**config.mk**
```make
export PLATFORM = sky130hd
export DESIGN_NAME = cla_pipe_addsub
export DESIGN_NICKNAME = d
export VERILOG_FILES = /design/src/rtl/cla_pipe_addsub.sv
export SDC_FILE = /design/constraint.sdc
export NUM_CORES = 1
export LEC_CHECK = 0
export ABC_CLOCK_PERIOD_IN_PS = 2750
export BUFFER_PORTS_ARGS = -buffer_cell sky130_fd_sc_hd__buf_2
export CORE_UTILIZATION = 50
export DETAILED_ROUTE_END_ITERATION = 7
export GPL_TIMING_DRIVEN = 0
export PLACE_DENSITY = 0.85
export SKIP_LAST_GASP = 1
export SYNTH_ARGS = -nofsm -noshare
export SYNTH_HDL_FRONTEND = slang
export SYNTH_SLANG_ARGS = --single-unit
```
**constraint.sdc**
```tcl
create_clock -name clk -period 2.75 [get_ports clk]
set_clock_uncertainty 0.1 [all_clocks]
set_input_delay 0.275 -clock clk [delete_from_list [all_inputs] [get_ports clk]]
set_output_delay 0.275 -clock clk [all_outputs]
set_load 0.02 [all_outputs]
```
**src/rtl/cla_pipe_addsub.sv**
```systemverilog
// cla_pipe_addsub
//
// Pipelined carry-lookahead adder/subtractor for wide operands. The operand
// is cut into 16-bit slices; stage k evaluates slice k with a two-level
// lookahead adder (4-bit blocks, then lookahead across the four blocks) using
// the carry registered by stage k-1. Upper-slice operands are skewed forward
// through registers until their stage is reached, and finished lower sum
// slices are held back so that every slice of one operation leaves together.
// A single global advance enable gives full back-pressure.
//
// Ports:
//   clk        rising-edge clock
//   rst_n      asynchronous active-low reset
//   in_valid   operands valid
//   in_ready   operands accepted this cycle (combinational from out side)
//   a, b       operands, WIDTH bits
//   cin        carry-in, used only for addition
//   sub        0: a + b + cin, 1: a - b
//   out_valid  result valid
//   out_ready  downstream accepts result
//   sum        result modulo 2^WIDTH
//   cout       carry out of the MSB (for subtraction 1 means no borrow)
//   ovf        two's-complement signed overflow
//   zero       sum == 0
//
// WIDTH must be a multiple of 16 and at least 16.

module cla_pipe_addsub #(
    parameter int WIDTH = 32
) (
    input  logic             clk,
    input  logic             rst_n,
    input  logic             in_valid,
    output logic             in_ready,
    input  logic [WIDTH-1:0] a,
    input  logic [WIDTH-1:0] b,
    input  logic             cin,
    input  logic             sub,
    output logic             out_valid,
    input  logic             out_ready,
    output logic [WIDTH-1:0] sum,
    output logic             cout,
    output logic             ovf,
    output logic             zero
);

    localparam int N = WIDTH / 16;

    // 16-bit two-level carry-lookahead slice. Returns {carry_out, sum[15:0]}.
    function automatic logic [16:0] cla16(input logic [15:0] x,
                                          input logic [15:0] y,
                                          input logic        ci);
        logic [15:0] p;
        logic [15:0] g;
        logic [15:0] c;
        logic [3:0]  bp;
        logic [3:0]  bg;
        logic [4:0]  bc;
        p = x ^ y;
        g = x & y;
        for (int i = 0; i < 4; i++) begin
            bp[i] = &p[4*i +: 4];
            bg[i] = g[4*i+3]
                  | (p[4*i+3] & g[4*i+2])
                  | (p[4*i+3] & p[4*i+2] & g[4*i+1])
                  | (p[4*i+3] & p[4*i+2] & p[4*i+1] & g[4*i]);
        end
        // Second level: each block carry is gs | ps & c_in, expanded so that
        // no block carry waits on the one below it.
        bc[0] = ci;
        bc[1] = bg[0] | (bp[0] & ci);
        bc[2] = bg[1] | (bp[1] & bg[0]) | (bp[1] & bp[0] & ci);
        bc[3] = bg[2] | (bp[2] & bg[1]) | (bp[2] & bp[1] & bg[0])
              | (bp[2] & bp[1] & bp[0] & ci);
        bc[4] = bg[3] | (bp[3] & bg[2]) | (bp[3] & bp[2] & bg[1])
              | (bp[3] & bp[2] & bp[1] & bg[0])
              | (bp[3] & bp[2] & bp[1] & bp[0] & ci);
        for (int i = 0; i < 4; i++) begin
            c[4*i]   = bc[i];
            c[4*i+1] = g[4*i] | (p[4*i] & bc[i]);
            c[4*i+2] = g[4*i+1] | (p[4*i+1] & g[4*i]) | (p[4*i+1] & p[4*i] & bc[i]);
            c[4*i+3] = g[4*i+2] | (p[4*i+2] & g[4*i+1])
                     | (p[4*i+2] & p[4*i+1] & g[4*i])
                     | (p[4*i+2] & p[4*i+1] & p[4*i] & bc[i]);
        end
        return {bc[4], p ^ c};
    endfunction

    logic             en;
    logic [N-1:0]     vld;
    logic [N-1:0]     load;
    logic [WIDTH-1:0] b_eff;
    logic             c0;
    logic             ovf_next;
    logic             ovf_q;
    logic             zero_q;
    wire  [N-1:0]     carry;
    wire  [WIDTH-1:0] sum_next;
    wire  [WIDTH-1:0] sum_all;

    assign en        = !vld[N-1] | out_ready;
    assign in_ready  = en;
    assign out_valid = vld[N-1];
    assign sum       = sum_all;
    assign cout      = carry[N-1];
    assign ovf       = ovf_q;
    assign zero      = zero_q;

    // Subtraction folds into addition of ~b with a forced carry-in. load[k]
    // is the write enable for the registers at the output of stage k: they
    // only capture when the whole pipe advances and a real operation is
    // arriving, so bubbles leave the data registers untouched.
    always_comb begin
        b_eff   = sub ? ~b : b;
        c0      = sub | cin;
        load    = '0;
        load[0] = en & in_valid;
        for (int k = 1; k < N; k++) begin
            load[k] = en & vld[k-1];
        end
    end

    always_ff @(posedge clk or negedge rst_n) begin
        if (!rst_n) begin
            vld <= '0;
        end else if (en) begin
            vld[0] <= in_valid;
            for (int k = 1; k < N; k++) begin
                vld[k] <= vld[k-1];
            end
        end
    end

    for (genvar j = 0; j < N; j++) begin : g_slice
        logic [15:0] x;
        logic [15:0] y;
        logic        ci;
        logic [16:0] res;
        logic        c_q;
        logic [15:0] s_pipe [N-j];

        if (j == 0) begin : g_first
            assign x  = a[15:0];
            assign y  = b_eff[15:0];
            assign ci = c0;
        end else begin : g_skew
            // Operand bits for slice j ride along with the operation until
            // stage j picks them up.
            logic [15:0] a_pipe [j];
            logic [15:0] b_pipe [j];

            always_ff @(posedge clk or negedge rst_n) begin
                if (!rst_n) begin
                    for (int d = 0; d < j; d++) begin
                        a_pipe[d] <= '0;
                        b_pipe[d] <= '0;
                    end
                end else begin
                    if (load[0]) begin
                        a_pipe[0] <= a[16*j +: 16];
                        b_pipe[0] <= b_eff[16*j +: 16];
                    end
                    for (int d = 1; d < j; d++) begin
                        if (load[d]) begin
                            a_pipe[d] <= a_pipe[d-1];
                            b_pipe[d] <= b_pipe[d-1];
                        end
                    end
                end
            end

            assign x  = a_pipe[j-1];
            assign y  = b_pipe[j-1];
            assign ci = carry[j-1];
        end

        assign res = cla16(x, y, ci);

        // s_pipe[0] is the slice result produced by stage j; the following
        // entries delay it until the last stage so all slices line up.
        always_ff @(posedge clk or negedge rst_n) begin
            if (!rst_n) begin
                c_q <= 1'b0;
                for (int d = 0; d < N - j; d++) begin
                    s_pipe[d] <= '0;
                end
            end else begin
                if (load[j]) begin
                    c_q       <= res[16];
                    s_pipe[0] <= res[15:0];
                end
                for (int d = 1; d < N - j; d++) begin
                    if (load[j+d]) begin
                        s_pipe[d] <= s_pipe[d-1];
                    end
                end
            end
        end

        assign carry[j]            = c_q;
        assign sum_all[16*j +: 16] = s_pipe[N-1-j];

        if (j == N - 1) begin : g_last
            assign sum_next[16*j +: 16] = res[15:0];
            // Carry into the MSB is recovered as p[15] ^ sum[15].
            assign ovf_next = res[16] ^ res[15] ^ x[15] ^ y[15];
        end else begin : g_held
            assign sum_next[16*j +: 16] = s_pipe[N-2-j];
        end
    end

    // Flags are registered alongside the final sum so they change together.
    always_ff @(posedge clk or negedge rst_n) begin
        if (!rst_n) begin
            ovf_q  <= 1'b0;
            zero_q <= 1'b0;
        end else if (load[N-1]) begin
            ovf_q  <= ovf_next;
            zero_q <= (sum_next == '0);
        end
    end

endmodule
```
Yosys cells after proc, flatten, opt, wreduce, memory -nomap -nowiden
Cells that the tools add are included.
Operators by class
  reduce and logical (&&, ||, !) cells: 10
  mux-type cells: 1
  bitwise operators: 250
Operator list (number)
  $and A1 B1 Y1: 146
  $or A1 B1 Y1: 94
  $xor A16 B16 Y16: 4
  $and A16 B16 Y16: 2
  $logic_not A32 Y1: 1
  $mux W32: 1
  $not A32 Y32: 1
  $reduce_and A4 Y1: 8
  $xor A1 B1 Y1: 3
  $logic_not A1 Y1: 1
Word-level totals
  logic and storage cells: 271
  output and inout bits: 37
  input bits: 70
  flip-flop bits (word level): 86

Depth between registers and ports, before layout
  word-level depth: 15
  mapped depth: 13
  gate-level depth less buffers: 13

Least setup slack after synthesis
Ideal clock, no wire load.
  kind: input -> register
  from: input sub
  to: register g_slice[0].s_pipe[28] (netlist name)
  library setup time: 0.083 ns
  buffers on the path: 2
  arrival: 2.944 ns
  data required time: 2.567 ns
  slack: -0.376 ns
  stages: 11
  cell sequence: clkbuf_1 > clkbuf_1 > xor2_1 > ha_1 > a21o_1 > a221oi_1 > o21a_1 > nand2_1 > a21oi_1 > fa_1 > o21ai_0
Between the ends
  word-level cells in the longest chain between the ends: 11
  elaborated cells between the ends (all ways): 40
RTL lines
  from (decl): line 38  | input logic sub,
  $mux W32: line 114  | b_eff = sub ? ~b : b;
  $xor A16 B16 Y16 / $and A16 B16 Y16 (equally long branches): line 59, 60
  $and A1 B1 Y1, on equally long branches: line 64, 65, 66
  $or A1 B1 Y1 (tied with other cells): line 64  | | (p[4*i+3] & g[4*i+2])
  $or A1 B1 Y1 / $and A1 B1 Y1 (equally long branches): line 65, 66
  $or A1 B1 Y1: line 66  | | (p[4*i+3] & p[4*i+2] & p[4*i+1] & g[4*i]);
  $and A1 B1 Y1: line 73  | bc[3] = bg[2] | (bp[2] & bg[1]) | (bp[2] & bp[1] & bg[0])
  $or A1 B1 Y1 (2 in series): line 73
  $or A1 B1 Y1: line 74  | | (bp[2] & bp[1] & bp[0] & ci);
  $xor A16 B16 Y16 (*): line 86  | return {bc[4], p ^ c};
  to (signal, indexed assignment): line 194  | s_pipe[d] <= s_pipe[d-1];
  to (decl): line 140  | logic [15:0] s_pipe [N-j];
Every way passes the cells marked *; elsewhere a longest branch is shown, timed or not.
A chain may end at the register's enable or synchronous reset.

Worst setup path in the final report
  from: register g_slice[1].g_skew.a_pipe[5] (netlist name)
  to: register zero_q (netlist: zero)
Between the ends
  word-level cells in the longest chain between the ends: 12
  elaborated cells between the ends (all ways): 48
RTL lines
  from (decl): line 149  | logic [15:0] a_pipe [j];
  from (signal, indexed assignment): line 165  | a_pipe[d] <= a_pipe[d-1];
  $and A16 B16 Y16 / $xor A16 B16 Y16 (equally long branches): line 60, 59
  $and A1 B1 Y1, on equally long branches: line 65, 66
  $or A1 B1 Y1 / $and A1 B1 Y1 (equally long branches): line 65, 66
  $or A1 B1 Y1: line 66
  $and A1 B1 Y1: line 73
  $or A1 B1 Y1 (2 in series): line 73
  $or A1 B1 Y1: line 74
  $and A1 B1 Y1, on equally long branches: line 80, 81, 84
  $or A1 B1 Y1, on equally long branches: line 80, 81, 84
  $xor A16 B16 Y16 (*): line 86
  $logic_not A32 Y1 (*): line 219  | zero_q <= (sum_next == '0);
  to (signal assigned): line 219
  to (decl): line 96  | logic zero_q;
Marked as above.

==> results_dict.tcl <==
set metrics [dict create \
    comb_power_share_pct 45.2 \
    rows 36 \
    die_x_um 103 \
    drt_iter0_markers 150 \
    violations "negative setup slack" \
    drt-pass1-iter-count 4 \
    p_per_area_nw_per_um2 832 \
    core_um2 9770 \
    cap_violations 0 \
    overflow 0 \
    dieArea_um2 10500 \
    grt_pass1_wl_um 19600 \
    clock_path_buffers 2 \
    synth_edf_count 0 \
    worstRegToRegCells 13 \
    multi_input_area_um2 2750 \
    clock_sinks 86 \
    n_antenna_cell 0 \
    cts_htree_levels 3 \
    grt_pass1_vias 4129 \
    drt_wl_total_um 12200 \
    internal_power_w 0.00315 \
    final_common_cell "nand2_1" \
    drc 0 \
    wl_per_cell_um 15.4 \
    gp_congestion 0.834 \
    fin_ws_ps -270 \
    synth_top_area_cell "dfrtp_1" \
    fp.dieH_um 103 \
    p_sw_share_pct 39.7 \
    nets 764 \
    leakagePower_nw 3.06 \
    synth_mux_area_share_pct 4.85 \
    async_flop_share_pct 100 \
    netlist_area_um2 5060 \
    ant_nets 0 \
    relSlewSlack_pct 47.1 \
    worstHoldPathType "input port to register" \
    critPathLaunchType "register" \
    end_kind "register" \
    yosys-top-cells-area "dfrtp_1 43%, nand2_1 7.9%, ha_1 7.9%" \
    critPathKind "register to register" \
    dp_slack_ps -608 \
    avgSynthCellArea_um2 9.69 \
    synth_top_area_share_pct 42.5 \
    fin_crit_ps 3020 \
    power.share.clock_pct 17.7 \
    cp.arrival_ps 3220 \
    synth_compound_area_share_pct 13.1 \
    placed_area_um2 5850 \
    final_cell_mix "106 x nand2_1, 104 x buf_2, 86 x dfrtp_1" \
    crit_fanout 4 \
    pin_count 107 \
    fin_crit_sh_pct 110 \
    vdd_drop_max_uv 396 \
    place_hpwl_um 9320 \
    synth_top_family_by_area "simple AND/OR/NAND/NOR gates" \
    fillers 786 \
    synth_seq_cells 86 \
    fin_area_um2 6270 \
    numCtsBuffers 9 \
    status "finished, violations left" \
    power_frac_seq_pct 37.1 \
    yosys_warnings 0 \
    initial_core_util_pct 51.8 \
    synth-simple-area-share_pct 13.5 \
    cts_tree "built" \
    finalHoldViolations 0 \
    clockRootBuffer "clkbuf_8" \
    numPortBuffers 105 \
    drive_gt1_share_pct 29.7 \
    viasPerCell 5.26 \
    slew_viol_final 0 \
    syn_inst 522 \
    clkLatencyLatePin_ps 370 \
    yosysUniqueCellTypes 49 \
    p_switching_w 0.00208 \
    synth_nets 632 \
    vias 4169 \
    hold_depth 3 \
    antenna_found_initial 0 \
    grt_max_degree 54 \
    max_freq_ghz 0.331 \
    synthAdderAreaFrac_pct 11.1 \
    synth_top_flop_cell "dfrtp_1" \
    grt_setup_unrepaired "true" \
    setup_viol 1 \
    critical_path_required_ps 2950 \
    ys_seq_area_share_pct 42.5 \
    synth_xor_area_share_pct 9.35 \
    area_delta_synth_final_pct 24.0 \
    ff_latch_area_um2 2150 \
    tightestPinTransition_ps 794 \
    path_clk_slew_ps 90 \
    grt_use_total_pct 24.9 \
]
[kinds of logic after synthesis]
family | after synthesis
adder cells (fa/ha/maj) | 40
flip-flops | 86
buffers and inverters | 56
XOR/XNOR | 54
AND/OR/NAND/NOR | 159
AO/OA/AOI/OAI | 105
multiplexers | 22
[synth_stat cells (3+ instances only)]
master and instances:
a211oi_1 5, a21boi_0 3, a21o_1 4, a21oi_1 15
and2_1 5, and3_1 3, buf_1 3, buf_4 16
clkbuf_1 17, dfrtp_1 86, fa_1 8, ha_1 32
inv_1 19, mux2_2 20, nand2_1 107, nand2b_1 3
nand3_1 3, nand4_1 3, nor2_1 18, nor3_1 3
nor4_1 5, o211ai_1 3, o21ai_0 56, o31ai_1 3
or3_1 3, xnor2_1 23, xor2_1 31
[area by class of cell]
class                   instances  area share (%)
clock buffers                   9            1.97
inverters                      19            1.14
multi-input cells             380            43.9
flip-flops and latches         86            34.3
plain buffers                  37            3.81
clock inverters                 7            1.32
repair buffers                121            10.9
well taps                     133            2.65
[critical path: stages, from the launching register on]
cell,delay (ps)
dfrtp_1,430
ha_4,320
o211ai_1,140
a21oi_2,180
nand2_1,90
nand2_2,90
a21oi_2,70
fa_1,540
nand2_1,100
nor3_2,110
nand4_1,190
a2111oi_4,260
o211ai_1,160
o21ai_1,160
[power groups by stage]
stage	Combinational [W]	Clock, W	Sequential [W]
detailed placement	0.00223	0	0.00195
CTS	0.00234	0.000929	0.00194
finish	0.00236	0.000925	0.00194
floorplan	0.00143	0	0.00204
global route	0.00258	0.000983	0.00198
global placement	0.00214	0	0.00192
[final timing paths]
kind,end,slack (ps),from
min in group asynchronous,g_slice[1].g_skew.a_pipe[7],300,rst_n
setup / recovery,zero,-270,g_slice[1].g_skew.a_pipe[5]
setup reg to reg,zero,-270,g_slice[1].g_skew.a_pipe[5]
hold reg to reg,g_slice[1].s_pipe[14],380,g_slice[1].s_pipe[14]
hold / removal,g_slice[1].g_skew.a_pipe[14],0.6,a[30]
max in group asynchronous,g_slice[0].s_pipe[18],1660,rst_n
[state kept, by name, summed over array words and instances (netlist names)]
signal and count:
cout 1, g_slice.c_q 1, g_slice.g_skew.a_pipe 16, g_slice.g_skew.b_pipe 16
g_slice.s_pipe 32, ovf 1, sum 16, vld 2
zero 1
[per-layer routing]
metal	part of all wire, %	track usage, %	wire length (µm)
met1	41	30.7	5040
met5	0	0	0
met2	51	42.6	6170
met4	2.8	12.9	336
met3	5.4	3.39	659
[per-stage QoR]
stage / hold WS (ps) / utilization (%) / TNS [ps] / total power, W / std cells
2_1_floorplan: -121 / - / 0 / 0.00348 / 522
3_3_place_gp: 363 / 59.5 / -893 / 0.00407 / 760
3_5_place_dp: 152 / 59.8 / -1540 / 0.00417 / 761
4_1_cts: 0.924 / 63.8 / -287 / 0.00520 / 789
5_1_grt: 5.96 / 64.2 / -618 / 0.00554 / 792
6_report: 0.632 / 64.2 / -270 / 0.00522 / 792
[what timing repair did]
action                                  CTS  global route
pin swaps                                13             3
hold buffers                              7             0
resized for setup                        15             6
setup buffers                             5             3
endpoints found under the setup margin    2             4
hold endpoints to repair                 39             0
(Power assumes the default switching activity.)
